[src/rtl/pong_pkg.sv]
// pong_pkg: shared definitions for the Pong datapath.
//   - state_e      : game-flow state encoding (3 bits)
//   - frame/ball geometry constants used as parameter defaults
//   - ball_right_edge: right-most pixel column of the ball, no wrap
package pong_pkg;

  typedef enum logic [2:0] {
    ST_IDLE      = 3'd0,
    ST_SERVE     = 3'd1,
    ST_PLAY      = 3'd2,
    ST_PAUSED    = 3'd3,
    ST_POINT     = 3'd4,
    ST_GAME_OVER = 3'd5
  } state_e;

  localparam int FRAME_WIDTH  = 640;
  localparam int FRAME_HEIGHT = 480;
  localparam int BALL_SIZE_PX = 10;
  localparam int LEFT_GOAL_X  = 2;
  localparam int RIGHT_GOAL_X = 637;

  // Widened to 13 bits so a ball near x=4095 cannot wrap back to the left.
  function automatic logic [12:0] ball_right_edge(input logic [11:0] x, input int size);
    return {1'b0, x} + 13'(size) - 13'd1;
  endfunction

endpackage

[src/rtl/rise_detect.sv]
// rise_detect: single-register rising-edge detector for a debounced level.
//   clk      in  : clock
//   reset    in  : asynchronous active-high reset (previous sample -> 0)
//   in_level in  : level input
//   rise     out : high for the cycle in which in_level is 1 and was 0
// Because the previous sample resets to 0, a level already high at reset
// release yields an edge on the first clock.
module rise_detect (
  input  logic clk,
  input  logic reset,
  input  logic in_level,
  output logic rise
);

  logic prev_q;

  // Previous-sample register.
  always_ff @(posedge clk or posedge reset) begin
    if (reset) begin
      prev_q <= 1'b0;
    end else begin
      prev_q <= in_level;
    end
  end

  assign rise = in_level & ~prev_q;

endmodule

[src/rtl/pong_game_ctrl.sv]
// pong_game_ctrl: game-flow controller for the Pong datapath.
//   CLOCK_25   in  : system clock
//   reset      in  : asynchronous active-high reset
//   tick       in  : one-cycle ball-update strobe (countdown time base)
//   start      in  : start/restart button level
//   pause      in  : pause toggle button level
//   ball_x_pos in  : ball left-edge x
//   ball_run   out : ball may move
//   ball_reset out : hold ball at its initial position
//   serve_left out : next serve travels left
//   score_1/2  out : player scores
//   winner     out : 0 = player 1, 1 = player 2 (valid in GAME_OVER)
//   game_over  out : high in GAME_OVER
//   state      out : current state encoding
// All outputs are registered; output values are decoded from the next state.
module pong_game_ctrl
  import pong_pkg::*;
#(
  parameter int WIN_SCORE   = 7,
  parameter int SERVE_TICKS = 60,
  parameter int POINT_TICKS = 90,
  parameter int LEFT_GOAL   = LEFT_GOAL_X,
  parameter int RIGHT_GOAL  = RIGHT_GOAL_X,
  parameter int BALL_SIZE   = BALL_SIZE_PX
) (
  input  logic        CLOCK_25,
  input  logic        reset,
  input  logic        tick,
  input  logic        start,
  input  logic        pause,
  input  logic [11:0] ball_x_pos,
  output logic        ball_run,
  output logic        ball_reset,
  output logic        serve_left,
  output logic [3:0]  score_1,
  output logic [3:0]  score_2,
  output logic        winner,
  output logic        game_over,
  output logic [2:0]  state
);

  logic start_rise;
  logic pause_rise;

  rise_detect u_start_rise (
    .clk      (CLOCK_25),
    .reset    (reset),
    .in_level (start),
    .rise     (start_rise)
  );

  rise_detect u_pause_rise (
    .clk      (CLOCK_25),
    .reset    (reset),
    .in_level (pause),
    .rise     (pause_rise)
  );

  state_e      state_q, state_d;
  logic [7:0]  cnt_q, cnt_d;
  logic [3:0]  score_1_q, score_1_d;
  logic [3:0]  score_2_q, score_2_d;
  logic        serve_left_q, serve_left_d;
  logic        winner_q, winner_d;
  logic        ball_run_q, ball_run_d;
  logic        ball_reset_q, ball_reset_d;
  logic        game_over_q, game_over_d;

  logic        left_miss;
  logic        right_miss;
  logic [3:0]  score_1_inc;
  logic [3:0]  score_2_inc;

  assign left_miss   = ({1'b0, ball_x_pos} <= 13'(LEFT_GOAL));
  assign right_miss  = (ball_right_edge(ball_x_pos, BALL_SIZE) >= 13'(RIGHT_GOAL));
  assign score_1_inc = score_1_q + 4'd1;
  assign score_2_inc = score_2_q + 4'd1;

  // Next-state, countdown, score and output decode.
  always_comb begin
    state_d      = state_q;
    cnt_d        = cnt_q;
    score_1_d    = score_1_q;
    score_2_d    = score_2_q;
    serve_left_d = serve_left_q;
    winner_d     = winner_q;

    case (state_q)
      ST_IDLE, ST_GAME_OVER: begin
        if (start_rise) begin
          score_1_d    = 4'd0;
          score_2_d    = 4'd0;
          serve_left_d = 1'b0;
          cnt_d        = 8'(SERVE_TICKS);
          state_d      = ST_SERVE;
        end else begin
          state_d = state_q;
        end
      end
      ST_SERVE: begin
        if (tick) begin
          if (cnt_q == 8'd0) begin
            state_d = ST_PLAY;
          end else begin
            cnt_d = cnt_q - 8'd1;
          end
        end else begin
          cnt_d = cnt_q;
        end
      end
      ST_PLAY: begin
        // Left miss wins over right miss; any miss wins over a pause edge.
        if (left_miss) begin
          score_2_d    = score_2_inc;
          serve_left_d = 1'b1;
          if (score_2_inc == 4'(WIN_SCORE)) begin
            winner_d = 1'b1;
            state_d  = ST_GAME_OVER;
          end else begin
            cnt_d   = 8'(POINT_TICKS);
            state_d = ST_POINT;
          end
        end else if (right_miss) begin
          score_1_d    = score_1_inc;
          serve_left_d = 1'b0;
          if (score_1_inc == 4'(WIN_SCORE)) begin
            winner_d = 1'b0;
            state_d  = ST_GAME_OVER;
          end else begin
            cnt_d   = 8'(POINT_TICKS);
            state_d = ST_POINT;
          end
        end else if (pause_rise) begin
          state_d = ST_PAUSED;
        end else begin
          state_d = ST_PLAY;
        end
      end
      ST_PAUSED: begin
        if (pause_rise) begin
          state_d = ST_PLAY;
        end else begin
          state_d = ST_PAUSED;
        end
      end
      ST_POINT: begin
        if (tick) begin
          if (cnt_q == 8'd0) begin
            cnt_d   = 8'(SERVE_TICKS);
            state_d = ST_SERVE;
          end else begin
            cnt_d = cnt_q - 8'd1;
          end
        end else begin
          cnt_d = cnt_q;
        end
      end
      default: begin
        state_d = ST_IDLE;
      end
    endcase

    ball_run_d   = (state_d == ST_PLAY);
    ball_reset_d = (state_d == ST_IDLE) || (state_d == ST_SERVE) || (state_d == ST_GAME_OVER);
    game_over_d  = (state_d == ST_GAME_OVER);
  end

  // State, counter, scores and registered outputs.
  always_ff @(posedge CLOCK_25 or posedge reset) begin
    if (reset) begin
      state_q      <= ST_IDLE;
      cnt_q        <= 8'd0;
      score_1_q    <= 4'd0;
      score_2_q    <= 4'd0;
      serve_left_q <= 1'b0;
      winner_q     <= 1'b0;
      ball_run_q   <= 1'b0;
      ball_reset_q <= 1'b1;
      game_over_q  <= 1'b0;
    end else begin
      state_q      <= state_d;
      cnt_q        <= cnt_d;
      score_1_q    <= score_1_d;
      score_2_q    <= score_2_d;
      serve_left_q <= serve_left_d;
      winner_q     <= winner_d;
      ball_run_q   <= ball_run_d;
      ball_reset_q <= ball_reset_d;
      game_over_q  <= game_over_d;
    end
  end

  assign state      = state_q;
  assign ball_run   = ball_run_q;
  assign ball_reset = ball_reset_q;
  assign serve_left = serve_left_q;
  assign score_1    = score_1_q;
  assign score_2    = score_2_q;
  assign winner     = winner_q;
  assign game_over  = game_over_q;

endmodule

[config.mk]
export PLATFORM = sky130hd
export DESIGN_NAME = pong_game_ctrl
export DESIGN_NICKNAME = d
export VERILOG_FILES = /design/src/rtl/pong_pkg.sv /design/src/rtl/rise_detect.sv /design/src/rtl/pong_game_ctrl.sv
export SDC_FILE = /design/constraint.sdc
export NUM_CORES = 1
export LEC_CHECK = 0
export ABC_AREA = 1
export CAP_MARGIN = 20
export CORE_MARGIN = 8
export CORE_UTILIZATION = 32
export DETAILED_ROUTE_END_ITERATION = 6
export GPL_TIMING_DRIVEN = 1
export PLACE_DENSITY = 0.67
export RECOVER_POWER = 100
export SETUP_SLACK_MARGIN = 0.4
export SLEW_MARGIN = 20
export SYNTH_ARGS = -nofsm -noshare
export SYNTH_HDL_FRONTEND = slang
export SYNTH_SLANG_ARGS = --single-unit
[constraint.sdc]
create_clock -name CLOCK_25 -period 1.65 [get_ports CLOCK_25]
set_clock_uncertainty 0.15 [all_clocks]
set_input_delay 0.33 -clock CLOCK_25 [delete_from_list [all_inputs] [get_ports CLOCK_25]]
set_output_delay 0.33 -clock CLOCK_25 [all_outputs]
set_load 0.01 [all_outputs]
[After elaboration in Yosys (flattened, before gate mapping)]
Cells that the tools add are included.
Storage, ports and cells
  logic and storage cells: 94
  output and inout port bits: 16
  flip-flop bits (word level): 26
  input port bits: 17
Cells by class
  magnitude comparators: 2
  bitwise gates (word level): 4
  reductions and logical operators: 15
  muxes and demuxes: 36
  eq/ne operators: 21
  add/sub/neg operators: 5
Operator list (number)
  2-to-1 mux 8 bit: 9
  one-hot mux 8 bit (4 select lines): 1
  2-to-1 mux 3 bit: 7
  2-to-1 mux 4 bit: 4
  one-hot mux 4 bit (2 select lines): 2
  one-hot mux 3 bit (5 select lines): 1
  != test 2 bit, second input constant: 7
  adder 12 x 4 -> 13 bit, second input constant: 1
  >= comparator 13 x 10 -> 1 bit, second input constant: 1
  subtractor 13 x 1 -> 13 bit, second input constant: 1
  less-or-equal comparator 12 x 2 -> 1 bit, second input constant: 1
  2-to-1 mux 1 bit: 11
  == test 3 x 2 -> 1 bit, second input constant: 3
  == test 3 bit, second input constant: 3
  != test 3 bit, second input constant: 3
  adder 4 x 1 -> 4 bit, second input constant: 2
  == test 4 x 3 -> 1 bit, second input constant: 2
  zero test 8 bit: 1
  AND reduction 4 bit: 2
  AND reduction 8 bit: 1
  subtractor 8 x 1 -> 8 bit, second input constant: 1
  == test 3 x 1 -> 1 bit, second input constant: 2
  zero test 3 bit: 2
  AND reduction 3 bit: 2
  8 further kinds: 13

[Longest topological paths before layout]
  word-level depth: 9
  mapped depth: 15
  depth with buffers taken out: 15

[By module]
Synthesis repeated with hierarchy kept, for this count alone.
Second synthesis, totals
  cells, all modules: 258
  area, all modules: 1929.4 um^2
Modules (own cells, without submodules)
  pong_game_ctrl: seq. area each 601.8 um^2, cells an instance 250, area each 1851.8 um^2, instances 1
  rise_detect: seq. area each 25.0 um^2, cells an instance 4, area each 38.8 um^2, instances 2

[Least setup slack after synthesis]
OpenSTA, ideal clock, no wires.
  kind: reg2reg
  from: reg cnt_q[0]
  to: reg ball_reset_q (netlist: ball_reset)
  library setup time: 60 ps
  data required time: 1440 ps
  path buffers: 0
  stages on the path, launching flop included: 12
  data arrival time: 1605 ps
  path slack: -165 ps
  period minus slack after synthesis: 1815 ps
  cells stage by stage: dfrtp_1 -> inv_1 -> ha_1 -> nand3_1 -> nor3_2 -> nand2_1 -> clkinv_1 -> nor2_1 -> nor3_2 -> nand2_4 -> or2_0 -> nand2_1
On the way
  cells in the longest elaborated chain, start to end: 7
  elaborated cells between the ends (all ways): 11
  classes of those cells: eq/ne: 2; mux: 5; reduce/logical: 4
Ends and longest elaborated chain
  start: declaration: line pong_game_ctrl.sv:60  | logic [7:0] cnt_q, cnt_d;
  start signal: assignment: line pong_game_ctrl.sv:182  | cnt_q <= cnt_d;
  zero test 8 bit (*): line pong_game_ctrl.sv:102, pong_game_ctrl.sv:148
  2-to-1 mux 3 bit (on tied branches): line pong_game_ctrl.sv:148, pong_game_ctrl.sv:102
  2-to-1 mux 3 bit (on tied branches): line pong_game_ctrl.sv:147, pong_game_ctrl.sv:101
  one-hot mux 3 bit (5 select lines) (*): line pong_game_ctrl.sv:88  | case (state_q)
  net state_d[2]: line pong_game_ctrl.sv:59  | state_e state_q, state_d;
  == test 3 x 1 -> 1 bit or zero test 3 bit (tied branches): line pong_game_ctrl.sv:164  | ball_reset_d = (state_d == ST_IDLE) || (state_d == ST_SERVE) || (state_d == ST_GAME_OVER);
  logical OR 1 bit: line pong_game_ctrl.sv:164
  logical OR 1 bit (*): line pong_game_ctrl.sv:164
  net ball_reset_d: line pong_game_ctrl.sv:66  | logic ball_reset_q, ball_reset_d;
  end signal: assignment: line pong_game_ctrl.sv:188  | ball_reset_q <= ball_reset_d;
  end: declaration: line pong_game_ctrl.sv:66
The timed path passes the listed nets; every way through them passes the cells marked *.
A chain may end at the register's enable or synchronous reset.

[Worst setup path in the final report]
  from: reg state_q[2] (netlist: state[2])
  to: reg cnt_q[3]
On the way
  cells in the longest elaborated chain, start to end: 4
  elaborated cells between the ends (all ways): 16
  classes of those cells: eq/ne: 11; mux: 1; reduce/logical: 4
Ends and longest elaborated chain
  start: declaration: line pong_game_ctrl.sv:59
  start signal: assignment: line pong_game_ctrl.sv:181  | state_q <= state_d;
  == test 3 bit or zero test 3 bit (tied branches): line pong_game_ctrl.sv:88
  OR reduction 2 bit: line pong_game_ctrl.sv:88
  nonzero test 4 bit (no line) or != test 2 bit (tied branches)
  AND reduction 8 bit (no line)
Several ways; a longest one is shown, not always the timed one.

==> key figures <==
Route
  – Router iterations before antenna repair: 4
  – Total Wirelength: 5800 µm
  – Routed Antenna Nets: 0
  – 1st-iter DRT viols: 80
  – Wire length per cell: 12.6 µm
  – DR vias/cell: 4.57
  – DRC viols: 0
  – DR vias: 2104

Synth
  – Number of distinct library cells after synthesis: 34
  – Post-synth EDFFs: 0
  – Mapped Cells: 262
  – Most used DFF post-synth: dfrtp_1
  – Synthesized cell area: 0.00194 mm²
  – Yosys top cell by area: dfrtp_1
  – Yosys Warn Count: 0
  – Synth Area per Inst: 7.42 µm²
  – Synth top area share: 32.2%
  – Cell with the most instances after synthesis: nand2_1
  – Top post-synthesis cells by count: nand2_1, inv_1, nand3_1
  – Sequential share of the synthesized area: 33.5%
  – Area contributors post-synth: dfrtp_1, nand2_1, nand3_1
  – Syn nets: 288
  – Synth Register Bits: 26
  – Post-synth ARST share: 100%

Floorplanning
  – Die area: 0.00883 mm²
  – Core area: 0.00589 mm²
  – Ports: 33
  – FP Rows: 28
  – Initial Utilization: 33.0%
  – Die height: 94.0 µm
  – Die Width: 94.0 µm

Critical path
  – Worst Setup End Kind: flop
  – Critical Path Source Type: flop
  – Critical path arrival: 1920 ps
  – Worst R2R Start: state[2]
  – CP Max Fanout: 8
  – Req. time, crit path: 1720 ps
  – CP Class: flop to flop
  – Register-to-Register Path Depth: 9
  – Critical R2R Capture: cnt_q[3]
  – Internal reg-to-reg setup slack: -200 ps

Outcome
  – Status: finished, violations left
  – Failing checks: negative setup slack

STA
  – Max_slew headroom: 55.7%
  – Crit path time final: 1850 ps
  – Fmax: 540 MHz
  – Setup ws final: -202 ps
  – WHS: 377 ps
  – RSZ-0062 raised after global routing: yes
  – Final Hold Fails: 0
  – Max-slew violations: 0
  – Worst slew pin tran: 664 ps
  – Tcrit/Tclk final: 112%
  – Final Setup Violations: 21

GRT
  – Global-route track usage on met1: 15.5%
  – GR Overflow Total: 0
  – First-pass GRT wire length: 9650 µm
  – Initial antenna violation count: 0
  – Number of global-route vias before repair: 2169
  – Pin count of the biggest net entering global routing: 27
  – GRT Util Overall: 13.4%
  – Met2 Use GR: 24.3%
  – Top Usage Layer GRT: met2
  – Met3 Resource Use GR: 3.20%

Cells and area
  – Share of cells above drive strength 1: 55.3%
  – Filler instances: 518
  – Final nets: 412
  – N_diodes: 0
  – Synth-to-Final Area Change: 79.3%
  – Post-layout util: 59.2%

CTS
  – Max clock buf depth: 2
  – Post-CTS Hold Buffers: 0
  – CTS tree: yes
  – Clock-pin slew on the worst setup and hold paths: 90 ps
  – TritonCTS buffer count: 3
  – H-tree lvl count: 1
  – CTS Root Buffer Type: clkbuf_8
  – Clk sink count: 26
  – Clk Latency, worst-skew pair: 270 ps

Worst hold path
  – Hold Startpoint: start
  – Hold Path Stages: 1
  – Hold worst-path end: u_start_rise.prev_q
  – Hold Crit Class: input pin to flop

Power
  – Peak supply drop: 0.000903 V
  – Leakage power: 1.67 nW
  – Pwr dens: 1330 mW/mm²

Placed design
  – HPWL Detailed: 4100 µm
  – Port buffer count: 32
  – Final Wtd Congestion: 0.853
  – Pre-CTS WS: -863 ps

Flow run
  – Max cap viols: 0
## state kept, by name, summed over array words and instances, names as in the netlist
| signal | cells |
|---|---|
| ball_reset | 1 |
| winner | 1 |
| serve_left | 1 |
| score_2 | 4 |
| score_1 | 4 |
| game_over | 1 |
| u_pause_rise.prev_q | 1 |
| cnt_q | 8 |
| u_start_rise.prev_q | 1 |
| ball_run | 1 |
| state | 3 |
## worst max-delay path: stages, from the launching register on
cell and delay, ps:
dfrtp_1 410, or2_4 290, nor2_4 120, inv_4 50, nor2_4 110, nand3_2 220, buf_12 220, nand2_4 90
nand2_1 80, nand2_1 60
## final cells by class
type | count | area, µm² | share of cell area, %
multi-input cells | 196 | 1490 | 42.7
well taps | 75 | 93.8 | 2.69
clock buffers | 4 | 55.1 | 1.58
repair buffers | 120 | 1020 | 29.4
inverters | 39 | 168 | 4.81
flip-flops and latches | 26 | 656 | 18.8
## cell usage in the layout (no fill, tap or decap), drive strengths merged
master / count
a21oi: 3
a22oi: 1
buf: 98
clkbuf: 19
clkdlybuf4s15: 2
clkdlybuf4s50: 2
clkinv: 1
dfrtp: 25
dfstp: 1
dlygate4sd2: 1
dlygate4sd3: 2
ha: 9
inv: 38
nand2: 78
nand3: 34
nand3b: 2
nand4: 6
nor2: 24
nor3: 6
o2111ai: 1
o211ai: 2
o21a: 1
o21ai: 17
o21bai: 1
or2: 2
xnor2: 3
xor2: 6
## routing by layer
layer | wire length (µm) | vias up
met4 | 95 | 0
met1 | 2460 | 960
met3 | 233 | 14
met2 | 3010 | 39
li1 | - | 1091
met5 | 0 | -
## through the flow
| step | setup TNS, ps | cells | power, mW | area [µm²] |
|---|---|---|---|---|
| finish | -2280 | 460 | 4.64 | 3490 |
| global route | -4500 | 460 | 4.97 | 3490 |
| CTS | -1720 | 452 | 4.33 | 3400 |
| detailed placement | -18480 | 430 | 3.32 | 2950 |
| global placement | -17460 | 430 | 3.26 | 2950 |
| floorplan | -1270 | 262 | 2.28 | 2070 |
## what timing repair did
item | CTS | global route
setup buffers | 17 | 8
endpoints found under the setup margin | 40 | 40
pin swaps | 42 | 18
gates cloned | 1 | 0
endpoints found under the hold margin | 0 | 0
resized for setup | 159 | 41
## report_power, final
| group | switching, mW | internal, mW | total (mW) |
|---|---|---|---|
| sequential | 0.0971 | 0.807 | 0.904 |
| clock | 0.199 | 0.214 | 0.412 |
| combinational | 1.67 | 1.65 | 3.32 |
| total | 1.97 | 2.67 | 4.64 |
## logic make-up after synthesis
group                    share of synthesized area, %
buffers and inverters                            8.11
AO/OA/AOI/OAI                                    8.30
adder cells (fa/ha/maj)                          5.79
XOR/XNOR                                         4.05
flip-flops                                       33.5
AND/OR/NAND/NOR                                  40.2
## worst max-delay path by stage
stage	from	endpoint	slack [ps]
2_1_floorplan	cnt_q[0]	ball_reset	-140
3_3_place_gp	ball_x_pos[1]	cnt_q[7]	-800
3_5_place_dp	ball_x_pos[1]	cnt_q[6]	-860
4_1_cts	state[1]	cnt_q[1]	-130
5_1_grt	state[0]	cnt_q[0]	-280
6_report	state[2]	cnt_q[3]	-200
(Power assumes the default switching activity.)
